`config.mk`:
```
export PLATFORM = sky130hd
export DESIGN_NAME = alu_result_stage
export DESIGN_NICKNAME = d
export VERILOG_FILES = /design/src/rtl/alu_pkg.sv /design/src/rtl/alu_flag_gen.sv /design/src/rtl/alu_result_stage.sv
export SDC_FILE = /design/constraint.sdc
export NUM_CORES = 1
export LEC_CHECK = 0
export CAP_MARGIN = 20
export CORE_UTILIZATION = 50
export DETAILED_ROUTE_END_ITERATION = 8
export PLACE_DENSITY = 0.9
export SLEW_MARGIN = 10
export SYNTH_ARGS = -nofsm -noshare
export SYNTH_HDL_FRONTEND = slang
export SYNTH_SLANG_ARGS = --single-unit
```
`constraint.sdc`:
```
create_clock -name clk -period 3.5 [get_ports clk]
set_input_delay 0.35 -clock clk [delete_from_list [all_inputs] [get_ports clk]]
set_output_delay 0.35 -clock clk [all_outputs]
set_load 0.03 [all_outputs]
```
`src/rtl/alu_pkg.sv`:
```
// Shared definitions for the ALU result path: widths, flag positions, mode and occupancy encodings.
package alu_pkg;

  localparam int ALU_W = 6;

  localparam int FLAG_N = 3;
  localparam int FLAG_Z = 2;
  localparam int FLAG_C = 1;
  localparam int FLAG_V = 0;

  localparam logic SEL_ADD = 1'b1;
  localparam logic SEL_SUB = 1'b0;

  typedef enum logic [1:0] {
    EMPTY = 2'd0,
    ONE   = 2'd1,
    FULL  = 2'd2
  } occ_e;

endpackage

```
`src/rtl/alu_flag_gen.sv`:
```
// Derives {N,Z,C,V} from an adder result and the operand sign bits.
// Latency: purely combinational.
// Backpressure: none, no state.
module alu_flag_gen
  import alu_pkg::*;
#(
  parameter int WIDTH = ALU_W
) (
  input  logic [WIDTH-1:0] sum,
  input  logic             c_out,
  input  logic             x_msb,
  input  logic             y_msb,
  input  logic             sel,
  output logic [3:0]       flags
);

  logic s_msb;
  assign s_msb = sum[WIDTH-1];

  always_comb begin
    flags         = '0;
    flags[FLAG_N] = s_msb;
    flags[FLAG_Z] = (sum == '0);
    flags[FLAG_C] = c_out;
    // y_msb is the sign before negation, so subtract overflows on unlike signs
    if (sel == SEL_ADD) flags[FLAG_V] = (x_msb == y_msb) && (s_msb != x_msb);
    else                flags[FLAG_V] = (x_msb != y_msb) && (s_msb != x_msb);
  end

endmodule

```
`src/rtl/alu_result_stage.sv`:
```
// Registered result stage: flags, 2-entry skid buffer, sticky overflow, delivery counter.
// Latency: 1 cycle from accept to out_valid.
// Backpressure: in_ready is a flop, low only while both entries are occupied.
module alu_result_stage
  import alu_pkg::*;
#(
  parameter int WIDTH = ALU_W,
  parameter int CNT_W = 8
) (
  input  logic             clk,
  input  logic             rst_n,
  input  logic             in_valid,
  output logic             in_ready,
  input  logic [WIDTH-1:0] in_sum,
  input  logic             in_c_out,
  input  logic             in_x_msb,
  input  logic             in_y_msb,
  input  logic             in_sel,
  output logic             out_valid,
  input  logic             out_ready,
  output logic [WIDTH-1:0] out_result,
  output logic [3:0]       out_flags,
  output logic             sticky_v,
  input  logic             clr_sticky,
  output logic [CNT_W-1:0] res_count
);

  occ_e             state_q, state_d;
  logic [WIDTH-1:0] head_res_q, head_res_d, tail_res_q, tail_res_d;
  logic [3:0]       head_flg_q, head_flg_d, tail_flg_q, tail_flg_d;
  logic [3:0]       new_flags;
  logic             in_ready_q;
  logic             sticky_q;
  logic [CNT_W-1:0] cnt_q;
  logic             acc, del;

  alu_flag_gen #(.WIDTH(WIDTH)) u_flag_gen (
    .sum   (in_sum),
    .c_out (in_c_out),
    .x_msb (in_x_msb),
    .y_msb (in_y_msb),
    .sel   (in_sel),
    .flags (new_flags)
  );

  assign acc = in_valid && in_ready_q;
  assign del = (state_q != EMPTY) && out_ready;

  always_comb begin
    state_d    = state_q;
    head_res_d = head_res_q;
    head_flg_d = head_flg_q;
    tail_res_d = tail_res_q;
    tail_flg_d = tail_flg_q;
    case (state_q)
      EMPTY: begin
        if (acc) begin
          head_res_d = in_sum;
          head_flg_d = new_flags;
          state_d    = ONE;
        end
      end
      ONE: begin
        case ({acc, del})
          2'b10: begin
            tail_res_d = in_sum;
            tail_flg_d = new_flags;
            state_d    = FULL;
          end
          2'b01: state_d = EMPTY;
          // head leaves as the new entry arrives, so it moves straight to the head
          2'b11: begin
            head_res_d = in_sum;
            head_flg_d = new_flags;
          end
          default: state_d = ONE;
        endcase
      end
      FULL: begin
        if (del) begin
          head_res_d = tail_res_q;
          head_flg_d = tail_flg_q;
          state_d    = ONE;
        end
      end
      default: state_d = EMPTY;
    endcase
  end

  always_ff @(posedge clk or negedge rst_n) begin
    if (!rst_n) begin
      state_q    <= EMPTY;
      head_res_q <= '0;
      head_flg_q <= '0;
      tail_res_q <= '0;
      tail_flg_q <= '0;
      in_ready_q <= 1'b1;
      sticky_q   <= 1'b0;
      cnt_q      <= '0;
    end else begin
      state_q    <= state_d;
      head_res_q <= head_res_d;
      head_flg_q <= head_flg_d;
      tail_res_q <= tail_res_d;
      tail_flg_q <= tail_flg_d;
      in_ready_q <= (state_d != FULL);
      if (acc && new_flags[FLAG_V]) sticky_q <= 1'b1;
      else if (clr_sticky)          sticky_q <= 1'b0;
      if (del) cnt_q <= cnt_q + {{(CNT_W-1){1'b0}}, 1'b1};
    end
  end

  assign in_ready   = in_ready_q;
  assign out_valid  = (state_q != EMPTY);
  assign out_result = head_res_q;
  assign out_flags  = head_flg_q;
  assign sticky_v   = sticky_q;
  assign res_count  = cnt_q;

endmodule

```
## After elaboration in Yosys (flattened, before gate mapping)

Cells that the tools add are included.

| storage, ports and cells | value |
|---|---|
| bits in registers | 32 |
| input bits | 15 |

| cells by class | value |
|---|---|
| equal/unequal tests | 12 |
| $add $sub $neg | 1 |
| reduce and logical (&&, ||, !) cells | 12 |
| multiplexer cells | 15 |

Operator list:

| kind | number |
|---|---|
| $mux 6 | 3 |
| $pmux 6 s3 | 1 |
| $mux 4 | 3 |
| $pmux 2 s3 | 2 |
| $pmux 4 s3 | 1 |
| $add 8x1->8 const B | 1 |
| $eq 2x2->1 const B | 3 |
| $logic_not 6->1 | 1 |
| $ne 2x2->1 const B | 3 |
| $logic_and 1x1->1 | 5 |
| $eq 2x1->1 const B | 2 |
| $mux 2 | 2 |
| $reduce_and 4->1 | 1 |
| $reduce_bool 2->1 | 2 |
| $mux 1 | 3 |
| $reduce_bool 3->1 | 1 |
| $logic_not 2->1 | 1 |
| $ne 1x1->1 | 2 |
| $ne 2x1->1 const B | 1 |
| $reduce_and 2->1 | 1 |
| $eq 1x1->1 | 1 |

## Logic depth before layout (Yosys ltp)

| logic depth | value |
|---|---|
| depth in word-level cells | 6 |
| gate-level depth with buffers | 6 |

## Modules after synthesis

Synthesis repeated with hierarchy kept, for this count alone.

| second synthesis, totals | value |
|---|---|
| cell total of the unflattened synthesis | 114 |
| area, all modules | 1,524.0 um2 |

By module, submodules not included:

| module | cells each | area an instance (um2) | seq. area each (um2) | times used |
|---|---|---|---|---|
| alu_result_stage | 106 | 1,456.4 | 802.0 | 1 |
| alu_flag_gen | 8 | 67.6 | 0.0 | 1 |

## Worst setup path after synthesis

Ideal clock, no wire load.

| path | value |
|---|---|
| path kind | register -> register |
| from | register in_ready_q, in the netlist in_ready |
| to | register tail_flg_q[1] |
| arrival time | 1,471 ps |
| period minus slack after synthesis | 1,596 ps |
| slack | 1,904 ps |
| required time | 3,375 ps |
| stages on the path, launching flop included | 5 |
| buffers on the path | 1 |
| cell sequence | dfstp_2 -> nand3b_1 -> nor3b_1 -> buf_2 -> mux2_2 |

| on the way | value |
|---|---|
| longest elaborated chain between the ends | 3 |

RTL lines:

| item | line | source |
|---|---|---|
| from (decl) | alu_result_stage.sv:32 | `logic in_ready_q;` |
| from (signal assigned) | alu_result_stage.sv:106 | `in_ready_q <= (state_d != FULL);` |
| $logic_and 1x1->1 | alu_result_stage.sv:46 | `assign acc = in_valid && in_ready_q;` |
| $eq 2x2->1 | alu_result_stage.sv:64 | `case ({acc, del})` |
| $reduce_and 2->1 (no source line) | -- |  |
| to (signal assigned) | alu_result_stage.sv:105 | `tail_flg_q <= tail_flg_d;` |
| to (decl) | alu_result_stage.sv:30 | `logic [3:0] head_flg_q, head_flg_d, tail_flg_q, tail_flg_d;` |

Every way passes these cells.
A chain may end at the register's enable or synchronous reset.

## Final worst setup path

| path | value |
|---|---|
| from | register state_q[0] |
| to | output port out_valid |

| on the way | value |
|---|---|
| longest elaborated chain between the ends | 1 |

RTL lines:

| item | line | source |
|---|---|---|
| from (decl) | alu_result_stage.sv:28 | `occ_e state_q, state_d;` |
| from (signal assigned) | alu_result_stage.sv:101 | `state_q <= state_d;` |
| $reduce_bool 2->1 | alu_result_stage.sv:114 | `assign out_valid = (state_q != EMPTY);` |
| to (decl) | alu_result_stage.sv:19 | `output logic out_valid,` |

Every way passes these cells.

==> metrics.cfg <==
[sta]
hold_violations = 0
fin_skew_ns = 0.00672
max_clock_freq_mhz = 480
setup-tns-final_ns = 0
grt_setup_unrepaired = false
setup_viol_count_final = 0
tightest_slew_ns = 0.613
layout_setup_ws_ns = 1.42
finalCritPeriodShare_pct = 59.5
slew_headroom_pct = 59.1
drv_slew = 0
fin_crit_ns = 2.08

[worst_setup_path]
critPathArrivalTime_ns = 1.73
cp_top_family = buffers and inverters
critPathRequiredTime_ns = 3.15
crit_type = flip-flop to output port
critical_path_buf_inv_count = 1
critPathCaptureType = output port
cpMaxStageDelayCell = clkdlybuf4s50_1
reg2reg_setup_slack_ns = 1.89
cp_slowest_stage_delay_ns = 0.59
cp-start-kind = flip-flop
cp_max_fo = 9
cp_cell_sequence = or2_4 -> clkdlybuf4s50_1

[global_route]
antenna_found_initial = 0
grt_pass1_vias = 1049
grt_remaining_overflow = 0
track_usage_pct = 22.2
grt_pass1_wl_mm = 4.44
grt_max_degree = 31

[flow_run]
cap_violations = 0

[finish]
syn2layout_area_growth_pct = 30.8
multi_input_comb_area_sq_um = 586
fin_area_sq_mm = 0.00181
register_area_sq_um = 752
drive_above_1_share_pct = 14.7
fill_cells = 197
fin_nets = 171
antenna_cells = 0

[placed_design]
place_hpwl_mm = 1.97
io_buffers = 35
gp_congestion = 0.766
place_ws_ns = 1.53
place_area_sq_mm = 0.00175

[synth]
syn_area_per_cell_sq_um = 11.9
synth_cells = 116
synth_seq_cells = 30
seq_area_frac_synth_pct = 54.4
yosysWarnings = 0
synth_cell_types = 32
synthesis.nets = 132
synth_area_sq_mm = 0.00138

[floorplanning]
fp-row-count = 18
die_width_um = 54.6
io_pins = 36
start_util_pct = 54.3
core_sq_mm = 0.00254
die_area_sq_mm = 0.00298
die_h_um = 54.6

[route]
wirelength_mm = 2.78
antenna_left = 0
routedWlPerCell_um = 14.9
viasPerCell = 5.53
drt_iter0_drc = 10
drcViolationCount = 0
dr.pass1.iters = 4
num_vias = 1028

[power_and_ir_drop]
p_total_w = 0.00153
vdd_ir_drop_max_v = 0.000563
p_leak_nw = 0.812
p_sw_w = 0.000619
seq_power_share_pct = 39.7
power_frac_clock_pct = 14.2
intPower_w = 0.000912
netSwitchingFraction_pct = 40.4
p_comb_share_pct = 46.0
powerDensity_mw_per_mm2 = 847

[clock_tree]
cts_tree = yes
cts_resized = 0
cts_sinks = 30
cts-root-buf = clkbuf_4
path_clk_slew_ns = 0.10
cts_max_path_buffers = 2
post_cts_buffers = 0
htreeDepth = 2
hold_buffers = 0
cts_buffers = 5
worstSkewPairLatency_ns = 0.33

[outcome]
outcome = finished clean

[hold_path]
min_path_type = input pin to asynchronous set/reset pin

## routing by layer
metal | global-route usage [%] | wire [um] | vias to the layer above
met5 | 0 | 0 | -
met4 | 13.2 | 85 | 0
met3 | 8.33 | 157 | 10
met2 | 36.7 | 1360 | 39
met1 | 23.8 | 1180 | 495
li1 | - | - | 484
## cells in the mapped netlist
library cell	count	area [sq um]
dfrtp_1	29	726
nor2_1	11	41.3
mux2_2	9	101
mux2i_1	9	90.1
a21oi_1	7	35.0
nand3_1	6	30.0
xnor2_1	6	52.6
nand2_1	4	15.0
buf_2	3	15.0
o21ai_0	3	15.0
a21o_1	2	15.0
a21oi_2	2	17.5
a31oi_1	2	12.5
and3b_1	2	17.5
inv_1	2	7.51
nor2b_1	2	12.5
xor2_1	2	17.5
a32o_1	1	10.0
and3_1	1	6.26
buf_4	1	7.51
buf_8	1	15.0
dfstp_2	1	26.3
ha_1	1	12.5
nand2b_1	1	6.26
nand3b_1	1	7.51
nand4b_1	1	8.76
nor3_1	1	5.00
nor3b_1	1	7.51
o221ai_4	1	26.3
o22ai_1	1	6.26
or2_4	1	8.76
or4_1	1	7.51
## layout by cell type (no fill, tap or decap)
cell type         n
nor3b_1           1
clkbuf_8          1
a21oi_1           7
or2_4             1
clkbuf_1          1
nand4b_1          1
xnor2_1           6
dfstp_2           1
nand2b_1          1
mux2i_1           9
clkbuf_4          5
o21ai_0           3
xor2_1            2
o22ai_1           1
buf_4             2
nor2b_1           2
inv_1             2
dfrtp_1          29
ha_1              1
nand3b_1          1
nor3_1            1
mux2_2            9
o221ai_4          1
nand2_1           4
or4_1             1
and3_1            1
clkdlybuf4s50_1  35
a21oi_2           2
and3b_1           2
nor2_1           11
a31oi_1           2
a21o_1            2
clkinv_2          1
a32o_1            1
nand3_1           6
## final cells by class
class | count | share of cell area, %
Multi-Input combinational cell | 79 | 32.4
Inverter | 2 | 0.415
Tap cell | 30 | 2.08
Clock buffer | 7 | 3.04
Clock inverter | 1 | 0.277
Timing Repair Buffer | 37 | 20.2
Sequential cell | 30 | 41.6
## worst paths after layout
kind	from	to	depth (start not counted)
max	state_q[0]	out_valid	2
min	rst_n	sticky_v	2
max reg2reg	state_q[0]	out_flags[2]	4
min reg2reg	res_count[6]	res_count[6]	1
max in group asynchronous	rst_n	in_ready	2
min in group clk	res_count[6]	res_count[6]	1
## stage by stage
stage / utilization [%] / cells / hold slack (ns)
CTS: 71.0 / 186 / 0.407
global route: 71.0 / 186 / 0.436
detailed placement: 68.7 / 178 / 0.495
global placement: 68.7 / 178 / 0.467
finish: 71.0 / 186 / 0.400
floorplan: - / 116 / 0.0544
## power by group through the flow
stage	logic, W	registers [W]	clock network (W)
after detailed placement	0.000709	0.000611	0
after CTS	0.000712	0.000606	0.000224
after global placement	0.000688	0.000600	0
after floorplan	0.000286	0.000763	0
final	0.000705	0.000608	0.000218
after global routing	0.000750	0.000626	0.000243
## kinds of logic (layout without fill, tap and decap cells)
family,Yosys count,after routing,share of synthesized area [%]
and+or+nand+nor,33,33,12.6
muxes,18,18,13.8
xor gates and xnor gates,8,8,5.07
adders and majority gates,1,1,0.905
DFF,30,30,54.4
buffers and inverters,7,47,3.26
AOI/OAI and AO/OA,19,19,9.95
## flip-flops by register name, summed over array words and instances (netlist names)
| register | flops |
|---|---|
| res_count | 8 |
| out_result | 5 |
| tail_res_q | 5 |
| out_flags | 4 |
| tail_flg_q | 4 |
| state_q | 2 |
| in_ready | 1 |
| sticky_v | 1 |
Note: power is estimated with default switching activity, not from simulation.
==> variant 1: new RTL, config.mk and constraints unchanged <==
Register the output `res_count` once more, cleared by the reset; this adds one clock of latency there. The other outputs are not delayed to match.
--- a/src/rtl/alu_result_stage.sv
+++ b/src/rtl/alu_result_stage.sv
@@ -117,3 +117,9 @@
   assign sticky_v   = sticky_q;
-  assign res_count  = cnt_q;
+  always_ff @(posedge clk or negedge rst_n) begin
+    if (!rst_n) begin
+      res_count <= '0;
+    end else begin
+      res_count <= cnt_q;
+    end
+  end
 
Check against the original RTL: not equivalent (Yosys sat finds a counterexample within 4 cycles, from zero or initial values and one cycle with rst_n low).
==> variant 1 against the original RTL <==
Synthesized area grew 16%; sequential cell count grew 8; cell area grew 14%; count of clock-buffer cells in the layout grew 1; sequential power grew 21%; register-to-register slack gained 30 ps; worst setup slack lost 1.2 ps; routed wire length grew 1.9%; combinational power is essentially flat; total power grew 12%; highest routed layer unchanged.
==> variant 1: results (changes against the original RTL) <==
| Metric | Value |
|---|---|
| Run status | `complete, no violations` |
| Routed wl met2 | `1.45 mm (+6.9%)` |
| Sw frac | `0.374 (-0.0298)` |
| Reg2Reg Setup Slack | `1920 ps (+30 ps)` |
| Max_slew headroom | `0.690 (+0.0983)` |
| Fin nets | `190 (+11%)` |
| Mux contribution to synthesized area | `0.0695 (-0.0689)` |
| Layout cell share with drive strength beyond 1 | `0.143 (-0.00458)` |
| Wl on met1 | `1.15 mm (-2.4%)` |
| Unique masters post-synth | `37 (+16%)` |
| Global-route wire length before repair | `4.93 mm (+11%)` |
| Adder-cell share of the synthesized area | `0.00781 (-0.00124)` |
| Global Route met2 Usage | `0.342 (-0.0259)` |
| Synth cell count leaders | `dfrtp_1 (37), nand2_1 (21), nor2_1 (11)` |
| Overall Global Routing Usage | `0.199 (-0.0233)` |
| Xor and xnor area share after synthesis | `0.0438 (-0.00693)` |
| Post-synthesis sequential area ratio | `0.595 (+0.0506)` |
| Largest net degree at the start of global routing | `27 (-13%)` |
| Slowest cell delay on critical path | `590 ps (about the same)` |
| Static Leak | `0.897 nW (+11%)` |
| Vias in the first global route | `1128 (+7.5%)` |
| GR Layer Usage met1 | `0.218 (-0.0195)` |
| Peak supply drop | `341 uV (-40%)` |
| DR iter-0 viols | `19 (+9)` |
| Hpwl dp | `2.20 mm (+11%)` |
| Compound-Gate Fraction of Synth Area | `0.0953 (-0.00424)` |
| Syn nets | `152 (+15%)` |
| Met3 Use GR | `0.0637 (-0.0196)` |
| Cell with the largest stage delay on the worst path | `clkdlybuf4s50_1` |
-- variant 1: cell types whose count changed after synthesis, sizes merged, moves of 2 or more --
cell   delta
a31oi     +8
dfrtp     +8
nand2    +17
mux2i     -8
buf       +2
a21oi     -8
-- variant 1: power groups by stage --
stage	sequential, mW	combinational, mW	clock, mW
3_3_place_gp	0.735	0.690	0
3_5_place_dp	0.749	0.708	0
6_report	0.737	0.703	0.274
5_1_grt	0.761	0.760	0.295
2_1_floorplan	0.881	0.312	0
4_1_cts	0.740	0.709	0.278
-- variant 1: stage by stage --
stage	setup slack [ps]	hold slack, ps	instances	cell area [um2]
2_1_floorplan	1900	54.4	136	1600
3_3_place_gp	1620	389	210	1970
3_5_place_dp	1550	400	210	1970
4_1_cts	1400	424	218	2050
5_1_grt	1330	253	219	2070
6_report	1420	244	219	2070
-- variant 1: final cells by class --
cell class	count	area, um2
fillers	236	986
flip-flops and latches	38	952
multi-input cells	88	586
well taps	44	55.1
repair buffers	39	388
clock buffers	8	78.8
inverters	2	7.51
==> variant 2: new RTL, config.mk and constraints unchanged <==
Made on the original files. Change the parameter `CNT_W` from 8 to 9.
--- a/src/rtl/alu_result_stage.sv
+++ b/src/rtl/alu_result_stage.sv
@@ -7,3 +7,3 @@
   parameter int WIDTH = ALU_W,
-  parameter int CNT_W = 8
+  parameter int CNT_W = 9
 ) (
Ports: changed (resized res_count); port bits go from 36 to 37. No check against the original RTL was run, so the function may have changed too.
==> variant 2 against the original RTL <==
Register-to-register slack worse by 220 ps; clock power up 14%; maximum frequency decreased by 0.30%; routed wire length increased by 11%; synthesized area rose by 6.4%; sequential cell count increased by 1; hold slack got worse by 18 ps; worst setup slack got worse by 6.3 ps; total power grew 4.1%; cell area up 4.4%; critical path type unchanged; critical endpoint unchanged.
==> variant 2: results (changes against the original RTL) <==
| Metric | Value |
|---|---|
| Max_slew headroom | `0.578 (-0.0132)` |
| Slowest cell delay on critical path | `590 ps (about the same)` |
| Avg WL per Cell | `16.2 um (+8.7%)` |
| Overall Global Routing Usage | `0.223 (+0.000835)` |
| Clock Pin Slew Worst Setup and Hold Paths | `100 ps (about the same)` |
| Global-route wire length before repair | `5.10 mm (+15%)` |
| Synth top area cells | `dfrtp_1 (51%), mux2_4 (8.2%), mux2i_1 (6.1%), xnor2_1 (4.2%), a21oi_1 (3.1%)` |
| Hold/Removal Path Class | `primary input to async pin` |
| Syn nets | `137 (+3.8%)` |
| Run status | `complete, no violations` |
| Post-synthesis sequential area ratio | `0.528 (-0.0158)` |
| Worst-Skew Late Latency | `350 ps (+20 ps)` |
| Yosys warnings | `0 (unchanged)` |
| Htree depth | `2 (unchanged)` |
| Layout cell share with drive strength beyond 1 | `0.145 (-0.00278)` |
| Post-Syn Area per Cell | `12.2 um2 (+2.0%)` |
| Fin nets | `174 (+1.8%)` |
| Max Buffers Root-to-Sink | `2 (unchanged)` |
| Clock Skew | `7.30 ps (+0.575 ps)` |
| Global route overflow | `0 (unchanged)` |
| Unique masters post-synth | `34 (+6.3%)` |
| Static Leak | `0.855 nW (+5.3%)` |
| Synth cell count leaders | `dfrtp_1 (30), nor2_1 (10), a21oi_1 (9), mux2i_1 (9), mux2_4 (8)` |
| Vias after detailed routing | `1051 (+2.2%)` |
| Placer Congestion | `0.783 (+2.2%)` |
| Max reg flops | `9 (+1)` |
| DR iter-0 viols | `13 (+3)` |
| Ys async rst share | `1.00 (unchanged)` |
| Via density | `5.53 (about the same)` |
| CP Max Fanout | `10 (+1)` |
| Largest net degree at the start of global routing | `32 (+3.2%)` |
| Cell with the largest stage delay on the worst path | `clkdlybuf4s50_1` |
| Cells after DPL | `182 (+2.2%)` |
| TritonCTS Buffers | `5 (unchanged)` |
| Hpwl dp | `2.21 mm (+12%)` |
| Worst Path Arrival | `1740 ps` |
| Post CTS Setup Buffer Count | `0 (unchanged)` |
| Peak supply drop | `608 uV (+7.9%)` |
| IO Port Bufs | `36 (+2.9%)` |
| Ant diodes | `0 (unchanged)` |
## variant 2: power by group
part	leakage (nW)	switching, mW	internal (mW)
registers	0.376	0.124	0.501
clock network	0.0375	0.131	0.117
logic	0.441	0.381	0.340
## variant 2: per-stage QoR
step	power, mW	hold slack, ps	cell area, um2	worst slack [ps]
after floorplan	1.10	54.4	1470	1900
after global placement	1.32	465	1820	1430
after detailed placement	1.35	480	1820	1320
after CTS	1.60	388	1890	1410
after global routing	1.67	426	1890	1360
final	1.59	382	1890	1410
## variant 2: kinds of logic (layout without fill, tap and decap cells)
logic type / count (synthesis) / after routing / share of synthesized area
xor gates and xnor gates: 9 / 9 / 0.0536
muxes: 18 / 18 / 0.151
buffers and inverters: 10 / 48 / 0.0502
DFF: 31 / 31 / 0.528
and+or+nand+nor: 32 / 32 / 0.115
AOI/OAI and AO/OA: 20 / 20 / 0.0944
adders and majority gates: 1 / 1 / 0.00850
## variant 2: per-layer routing
metal,track usage,up-vias,wire (um)
met4,0.136,0,84
met1,0.252,528,1270
li1,-,491,-
met2,0.378,25,1620
met3,0.0535,7,114
met5,0,-,0
## variant 2: final cells by class
class	instances	area [um2]
Sequential cell	31	777
Tap cell	31	38.8
Multi-Input combinational cell	80	621
Fill cell	207	893
Inverter	3	11.3
Clock buffer	7	65.1
Timing Repair Buffer	37	368
Clock inverter	1	7.51
## variant 2: path summary, 6_finish.rpt
path	from	end	slack (ps)	cells after the start
setup / recovery	state_q[0]$_DFF_PN0_	out_valid	1410	2
hold / removal	rst_n	res_count[7]$_DFFE_PN0P_	380	2
setup reg to reg	state_q[1]$_DFF_PN0_	tail_res_q[1]$_DFFE_PN0P_	1670	3
hold reg to reg	res_count[8]$_DFFE_PN0P_	res_count[8]$_DFFE_PN0P_	490	1
max in group asynchronous	rst_n	in_ready$_DFF_PN1_	2800	2
min in group clk	res_count[8]$_DFFE_PN0P_	res_count[8]$_DFFE_PN0P_	490	1
## variant 2: worst max-delay path, delay by kind of cell, from the launching register on
kind,cells,cell delay (ps)
buffers and inverters,1,590
flip-flops,1,490
AND/OR/NAND/NOR,1,310
